### src/rtl/mult_arb.sv
// Round-robin front end sharing one sequential 4x4 multiplier between two requesters.
// Define MULT_ARB_TIMEOUT_EN to abort jobs the multiplier does not finish within TIMEOUT WAIT cycles.
module mult_arb #(
    parameter int TIMEOUT = 15
) (
    input  logic       clk,
    input  logic       reset,
    input  logic       req0,
    input  logic       req1,
    input  logic [3:0] da0,
    input  logic [3:0] db0,
    input  logic [3:0] da1,
    input  logic [3:0] db1,
    output logic       gnt0,
    output logic       gnt1,
    output logic       done0,
    output logic       done1,
    output logic [7:0] p_out,
    output logic       err,
    output logic       m_start,
    output logic [3:0] m_da,
    output logic [3:0] m_db,
    input  logic       m_done,
    input  logic [7:0] m_p
);

    typedef enum logic [1:0] {IDLE, ISSUE, WAIT, RESP} state_t;

    state_t     r_state;
    state_t     w_next;
    logic       r_ptr;
    logic       r_win;
    logic       w_win;
    logic       w_any;
    logic       w_to_hit;
    logic [3:0] r_da;
    logic [3:0] r_db;
    logic [7:0] r_p;

    // On a tie the pointer decides; otherwise whoever is asking wins.
    assign w_any = req0 | req1;
    assign w_win = (req0 && req1) ? r_ptr : req1;

    assign p_out = r_p;
    assign m_da  = r_da;
    assign m_db  = r_db;

    always_comb begin
        w_next  = r_state;
        gnt0    = 1'b0;
        gnt1    = 1'b0;
        done0   = 1'b0;
        done1   = 1'b0;
        m_start = 1'b0;
        case (r_state)
            IDLE: begin
                if (w_any) w_next = ISSUE;
            end
            ISSUE: begin
                m_start = 1'b1;
                gnt0    = ~r_win;
                gnt1    = r_win;
                w_next  = WAIT;
            end
            WAIT: begin
                if (m_done || w_to_hit) w_next = RESP;
            end
            RESP: begin
                done0  = ~r_win;
                done1  = r_win;
                w_next = IDLE;
            end
            default: w_next = IDLE;
        endcase
    end

    always_ff @(posedge clk) begin
        if (!reset) begin
            r_state <= IDLE;
            r_ptr   <= 1'b0;
            r_win   <= 1'b0;
            r_da    <= 4'h0;
            r_db    <= 4'h0;
            r_p     <= 8'h00;
        end else begin
            r_state <= w_next;
            // Operands are frozen here so later changes on da_x/db_x cannot reach the job.
            if (r_state == IDLE && w_any) begin
                r_win <= w_win;
                r_da  <= w_win ? da1 : da0;
                r_db  <= w_win ? db1 : db0;
            end
            if (r_state == WAIT && m_done) begin
                r_p <= m_p;
            end else if (w_to_hit) begin
                r_p <= 8'h00;
            end
            if (r_state == RESP) r_ptr <= ~r_win;
        end
    end

`ifdef MULT_ARB_TIMEOUT_EN
    localparam logic [3:0] CNT_LAST = 4'(TIMEOUT - 1);

    logic [3:0] r_cnt;
    logic       r_err;

    // Abort on the WAIT cycle whose increment would bring the count to TIMEOUT.
    assign w_to_hit = (r_state == WAIT) && !m_done && (r_cnt == CNT_LAST);
    assign err      = r_err;

    always_ff @(posedge clk) begin
        if (!reset) begin
            r_cnt <= 4'h0;
            r_err <= 1'b0;
        end else begin
            r_err <= w_to_hit;
            if (r_state == ISSUE) begin
                r_cnt <= 4'h0;
            end else if (r_state == WAIT && !m_done) begin
                r_cnt <= r_cnt + 4'd1;
            end
        end
    end
`else
    assign w_to_hit = 1'b0;
    assign err      = 1'b0;

    // TIMEOUT has no effect without the abort path.
    if (TIMEOUT < 1) begin : g_timeout_unused
    end
`endif

endmodule

### config.mk
export PLATFORM = sky130hd
export DESIGN_NAME = mult_arb
export DESIGN_NICKNAME = d
export VERILOG_FILES = /design/src/rtl/mult_arb.sv
export SDC_FILE = /design/constraint.sdc
export NUM_CORES = 1
export LEC_CHECK = 0
export BUFFER_PORTS_ARGS = -buffer_cell sky130_fd_sc_hd__buf_2
export CAP_MARGIN = 10
export CORE_MARGIN = 2
export CORE_UTILIZATION = 28
export DETAILED_ROUTE_END_ITERATION = 8
export MAX_ROUTING_LAYER = met4
export PLACE_DENSITY = 0.66
export SLEW_MARGIN = 40
export SYNTH_ARGS = -nofsm -noshare
export SYNTH_HDL_FRONTEND = slang
export SYNTH_SLANG_ARGS = --single-unit
### constraint.sdc
create_clock -name clk -period 1.27 [get_ports clk]
set_clock_uncertainty 0.1 [all_clocks]
set_input_delay 0.0635 -clock clk [delete_from_list [all_inputs] [get_ports clk]]
set_output_delay 0.0635 -clock clk [all_outputs]
set_load 0.1 [all_outputs]
; ---- Word-level counts from Yosys, hierarchy flattened
; Cells that the tools add are included.
[word_totals]
reg_bits = 20
in_bits = 29
word_cells = 29
[classes]
eq_ne = 5
mux = 11
bitwise_logic = 2
n_reduce_logical = 5
[op_table]
columns = operator, n
row1 = $mux W4, 2
row2 = $pmux W2 S4, 1
row3 = $mux W1, 6
row4 = $eq A2 B2 Y1 const B, 2
row5 = $mux W2, 2
row6 = $ne A2 B2 Y1 const B, 2
row7 = $logic_and A1 B1 Y1, 3
row8 = $eq A2 B1 Y1 const B, 1
row9 = $logic_not A2 Y1, 1
row10 = $reduce_and A2 Y1, 1
row11 = $not A1 Y1, 1
row12 = $or A1 B1 Y1, 1

; ---- Longest topological paths before layout
; Gate-level depths: netlist (run 1).
[depth]
depth_word = 3
mapped_depth = 6
depth_no_buf = 5

; ---- Worst setup path after synthesis (run 1)
; Ideal clock, no wire load.
[synth_timing]
kind = register to output
from = reg r_state[1]
to = out gnt0
t_arrival_ns = 2.638
required_time_ns = 1.107
path_slack_ns = -1.531
stages_incl_launch_ff = 4
n_path_buf = 0
path_cell_list = dfxtp_1 inv_1 ha_1 nor2b_1
[synth_via]
elab_chain_cells = 2
[synth_rtl]
columns = element, line
row1 = start: declaration, 29  ; state_t r_state;
row2 = start signal: assignment, 86  ; r_state <= w_next;
row3 = $eq A2 B1 Y1, 55  ; case (r_state)
row4 = $mux W1, 55
row5 = end: declaration, 14  ; output logic gnt0,
; No other way between the ends.

; ---- Final worst setup path (run 1)
[layout_timing]
from = reg r_state[1]
to = out gnt1
[layout_via]
elab_chain_cells = 2
[layout_rtl]
columns = element, line
row1 = $eq A2 B1 Y1, 55
row2 = $mux W1, 55
row3 = end: declaration, 15  ; output logic gnt1,
; No other way between the ends.

==> results of run 1 <==
## cell usage in the layout (no fill, tap or decap), drive strengths merged, types with 2 or more instances in the layout
master and instances:
a21boi 8, a21oi 9, a31oi 8, and2 2
buf 53, clkbuf 10, dfxtp 20, dlygate4sd3 24
ha 4, inv 3, nand2 11, nand3 8
nor2b 5, o21a 2, o21ai 18
## what timing repair did
action | 4_1_cts | 5_1_grt
gates cloned | 0 | 1
pin swaps | 1 | 9
gates resized for setup | 13 | 43
buffers inserted | 2 | 3
hold endpoints to repair | 16 | 0
hold buffers | 24 | 0
endpoints found under the setup margin | 23 | 26
## power groups by stage
stage,registers (mW),logic (mW),clock network (mW)
floorplan,1.83,1.02,0
global placement,0.933,2.49,0
detailed placement,0.933,2.51,0
CTS,0.925,2.77,0.315
global route,0.988,3.28,0.346
finish,0.965,3.14,0.304
## path summary, 6_finish.rpt
check | depth (start not counted) | endpoint | start | slack [ns]
max | 5 | gnt1 | r_state[1]$_SDFFE_PN0P_ | -0.18
min | 3 | p_out[3]$_SDFFE_PN0P_ | m_done | 0.04
max reg2reg | 6 | m_db[1]$_SDFFE_PN0P_ | r_state[1]$_SDFFE_PN0P_ | -0.08
min reg2reg | 2 | p_out[2]$_SDFFE_PN0P_ | p_out[2]$_SDFFE_PN0P_ | 0.35
## logic make-up after synthesis
family          after synthesis
fa+ha+maj                     4
other cells                   1
simple gates                 29
compound gates               46
mux                           1
buf+inv                      10
flops                        20
## synthesized netlist by cell type, drive strengths merged
library cell / count
nand3: 8
inv: 3
nor2b: 5
a21oi: 9
dfxtp: 20
buf: 5
clkbuf: 2
conb: 1
a32oi: 1
nand2b: 1
o221a: 1
and2: 2
nand2: 11
o21a: 2
o21ai: 17
a21boi: 8
and2b: 1
ha: 4
a31oi: 8
mux2i: 1
nor2: 1
## critical path, cell delays in order, from the launching register on
cell and delay, ns:
dfxtp_4 0.38, inv_4 0.04, buf_6 0.11, ha_4 0.15, and2_4 0.16, buf_12 0.16
## state kept, by name, indices dropped and copies added, names as in the netlist
name / cells
m_da: 4
m_db: 4
p_out: 8
r_ptr: 1
r_state: 2
r_win: 1
## layout make-up
class	instances	area, um^2
clock buffer	3	22.5
fill	298	1450
inverter	3	13.8
multi-input combinational	82	664
sequential	20	425
tap	46	57.6
timing repair buffer	84	679
## layer usage
metal	up-vias	routed length (um)
li1	558	-
met1	520	1220
met4	0	25
met2	61	1560
met5	-	0
met3	4	249
## per-stage QoR
| stage | TNS (ns) | hold WS (ns) | power [mW] |
|---|---|---|---|
| CTS | -1.24 | 0.0206 | 4.00 |
| global placement | 0 | 0.222 | 3.42 |
| floorplan | -0.482 | 0.105 | 2.85 |
| detailed placement | -0.124 | 0.229 | 3.44 |
| global route | -2.51 | 0.0413 | 4.62 |
| finish | -1.23 | 0.0444 | 4.40 |
==> metrics, run 1 <==
hold violation count in the final report=0; P_int=2.05 mW; share of cells above drive strength 1=0.568; initial core utilization=0.288; GR peak layer=met2; Num Clock Sinks=20; logic gate share of total power=0.712; Final Cycle Share=1.14; maximum clock rate=0.690 GHz; Placed Cells=205; Min Clock Period, post-route=1.45 ns; GR Layer Usage met1=0.160; CORE AREA=3310 um^2; switching share of power=0.534; crit path kind=reg2out; P per Cell Area=2360 nW/um^2; area delta synth->final=95.2%; die width=62.4 um; clk buf depth=2; synth top area cells=dfxtp_1, o21ai_0, a21boi_0; P_leak=0.773 nW; Final GP Congestion=0.750; DPL Wire Length=1780 um; final core utilization=0.563; adder-cell share of the synthesized area=0.0524; Nets=227; largest family of logic cells by synthesized area=compound AO/OA/AOI/OAI gates; DIE AREA=3890 um^2; CP required=1.11 ns; # port buffers=49; Worst-Skew Late Latency=0.29 ns; Initial DRT Pass Iterations=4; M3 GR Usage=0.0468; post-place setup slack=-0.0265 ns; P_sw=2.35 mW; Slew Limit Fails=0; met2 Use GR=0.277; area fraction of the dominant cell type after synthesis=0.419; max-cap check violation count=0; placed cell areas=1380 um^2; vias=1143; DRT antenna net count=0; H-Tree Depth=1; yosys warns=0; RSZ-0062 raised after global routing=true; fin area=1860 um^2; Overall Global Routing Usage=0.150; Netlist cell types=29; final setup fails=15; final worst slack=-0.178 ns; CTS buffer count=3; initial DRC count=35; flops & latches, synth=20; Post-Syn Area=955 um^2; crit path DAT=1.28 ns; Max VDD drop=1600 uV; startpoint types=flop; CTS Root Cell=clkbuf_4; Avg Inst Size Synth=8.60 um^2; post-synthesis xor/xnor area fraction=0; Die Ht=62.4 um; largest net degree at the start of global routing=22; Mapped Nets=144; post-synthesis simple-gate area fraction=0.156; Detailed Route WL=3050 um; first-pass GRT wire length=4700 um; Reg power frac=0.219; failing checks=negative setup slack; CTS tree=yes; ANT cells=0; clock share of power=0.069; Gate Count Post-Synth=111; Site Rows=21; Synth Area in Compound Gates=0.298; Crit Path Max Fanout=3; status=complete, but fails checks; vias in the first global route=1105; I/O pin total=51; crit end category=output port; Worst Hold Class=in2reg; Post-Layout Cell Count=238; clock slew at reported path FFs=0.10 ns; vias per inst=4.80; Avg WL per Cell=12.8 um; Remaining Overflow, GRT=0; post-synth top area cell=dfxtp_1; Seq/Total Area, Yosys=0.419; mux cell area share after synthesis=0.0105; initial antenna violation count=0; number of remaining DRC errors=0
Note: power is estimated with default switching activity, not from simulation.
==> run 2, diff against run 1 <==
Settings changed: CORE_ASPECT_RATIO from default to 1.25, CTS_BUF_LIST from default to sky130_fd_sc_hd__clkbuf_8 sky130_fd_sc_hd__clkbuf_16, PLACE_DENSITY 0.66 to 0.64.
Clock period 1.27 ns to 1.4 ns, I/O delays scaled along.
==> metrics, run 2 (same netlist as run 1, synthesis figures left out) <==
CORE AREA=3220 um^2 (was 3310 um^2); number of remaining DRC errors=0 (unchanged); vias per inst=4.94 (was 4.80); logic gate share of total power=0.644 (was 0.712); Min Clock Period, post-route=1.36 ns; P_leak=0.662 nW (was 0.773 nW); Largest stage delay, worst path=0.36 ns (was 0.38 ns); crit end category=output port (unchanged); Detailed Route WL=2650 um (was 3050 um); H-Tree Depth=1 (unchanged); Placed Cells=191 (was 205); P_sw=1.89 mW (was 2.35 mW); Final GP Congestion=0.768 (was 0.750); Slew Limit Fails=0 (unchanged); Post-Layout Cell Count=210 (was 238); most common cell after layout, fill and taps aside=buf_2 (unchanged); Worst path slowest cell=dfxtp_4 (unchanged); RSZ-0062 raised after global routing=true (unchanged); max FFs per register=8 (unchanged); I/O pin total=51 (unchanged); Crit Path Max Fanout=4 (was 3); final core utilization=0.477 (was 0.563); Avg WL per Cell=12.6 um (was 12.8 um); area delta synth->final=61.1% (was 95.2%); crit path kind=reg2out (unchanged); cell family with most CP delay=flip-flops (unchanged); initial antenna violation count=0 (unchanged); crit path DAT=1.19 ns (was 1.28 ns); P_int=1.55 mW (was 2.05 mW); die width=56.2 um (was 62.4 um); Max VDD drop=1720 uV (was 1600 uV); clock share of power=0.106 (was 0.069); startpoint types=flop (unchanged); total power=3.44 mW (was 4.40 mW); Final Cycle Share=0.968; vias=1038 (was 1143); Die Ht=69.3 um (was 62.4 um); maximum clock rate=0.738 GHz; Site Rows=23 (was 21); DPL Wire Length=1870 um (was 1780 um); Hold Slack=0.0282 ns (was 0.0444 ns); CTS Root Cell=clkbuf_8 (was clkbuf_4); hold violation count in the final report=0 (unchanged); Nets=208 (was 227); max-cap check violation count=0 (unchanged); first-pass GRT wire length=4400 um (was 4700 um); vias in the first global route=1055 (was 1105); clock slew at reported path FFs=0.07 ns (was 0.10 ns); switching share of power=0.549 (was 0.534); Worst-Skew Late Latency=0.25 ns (was 0.29 ns); Num Clock Sinks=20 (unchanged); DRT antenna net count=0 (unchanged); crit path cell chain=ha_2 > and2_2 > buf_12 (was inv_4 > buf_6 > ha_4 > and2_4 > buf_12); P per Cell Area=2240 nW/um^2 (was 2360 nW/um^2); CP required=1.23 ns (was 1.11 ns); worst path bufs/invs=1 (was 3); initial DRC count=38 (was 35); Reg power frac=0.250 (was 0.219); Layout fillers=314 (was 298); Setup TNS=0 ns (was -1.23 ns); DIE AREA=3900 um^2 (was 3890 um^2); Overall Global Routing Usage=0.142 (was 0.150); Initial DRT Pass Iterations=4 (unchanged); ANT cells=0 (unchanged); share of cells above drive strength 1=0.457 (was 0.568); status=finished clean (was complete, but fails checks); CTS tree=yes (unchanged); Worst Hold Class=in2reg (unchanged); clk buf depth=2 (unchanged); initial core utilization=0.296 (was 0.288); leading cell types in the layout, fill and taps excluded=buf_2, o21ai_0, dlygate4sd3_1 (was buf_2, dlygate4sd3_1, dfxtp_2); largest net degree at the start of global routing=22 (unchanged); Remaining Overflow, GRT=0 (unchanged); final setup fails=0 (was 15); CTS buffer count=3 (unchanged); # port buffers=49 (unchanged)
run 2: cell count changes in the layout (fill, tap and decap cells not counted), sizes merged:
cell / before / now
dlygate4sd3: 24 / 16
clkbuf: 10 / 3
buf: 53 / 50
o21ai: 18 / 17
run 2: through the flow:
stage | instance area, um^2 | setup WS (ns)
after floorplan | 997 | -0.0898
after global placement | 1330 | 0.0972
after detailed placement | 1330 | 0.0205
after CTS | 1530 | 0.00141
after global routing | 1540 | -0.0334
final | 1540 | 0.0448
run 2: routing by layer:
metal,up-vias,share of wire,GRT usage
li1,515,-,-
met1,462,0.39,0.141
met2,57,0.51,0.265
met3,4,0.093,0.0373
met4,0,0.014,0.0423
met5,-,0,-
run 2: final timing paths:
kind,slack [ns],cells past startpoint,start,to
setup / recovery,0.04,3,r_state[0]$_SDFFE_PN0P_,done1
hold / removal,0.03,3,db1[3],m_db[3]$_SDFFE_PN0P_
setup reg to reg,0.05,5,r_state[0]$_SDFFE_PN0P_,m_da[0]$_SDFFE_PN0P_
hold reg to reg,0.36,2,p_out[2]$_SDFFE_PN0P_,p_out[2]$_SDFFE_PN0P_
run 2: cell type report:
cell class	count	area, um^2	area share
flip-flops and latches	20	415	0.270
multi-input cells	81	536	0.348
inverters	3	11.3	0.00732
repair buffers	66	488	0.317
clock buffers	3	41.3	0.0269
well taps	37	46.3	0.0301
run 2: tightest hold or removal path: stages:
cell and delay [ns]:
buf_2 0.08, a31oi_1 0.07, a21oi_1 0.13
run 2: power by group through the flow:
stage	registers (mW)	logic (mW)	clock network (mW)
final	0.861	2.22	0.365
after global placement	0.860	2.14	0
after CTS	0.858	2.22	0.385
after floorplan	1.65	0.928	0
after detailed placement	0.868	2.17	0
after global routing	0.880	2.33	0.408
run 2: timing repair:
action / 4_1_cts / 5_1_grt
setup buffers: 0 / 0
hold buffers: 16 / 0
setup endpoints to repair: 2 / 15
hold endpoints to repair: 16 / 0
resized for setup: 2 / 3
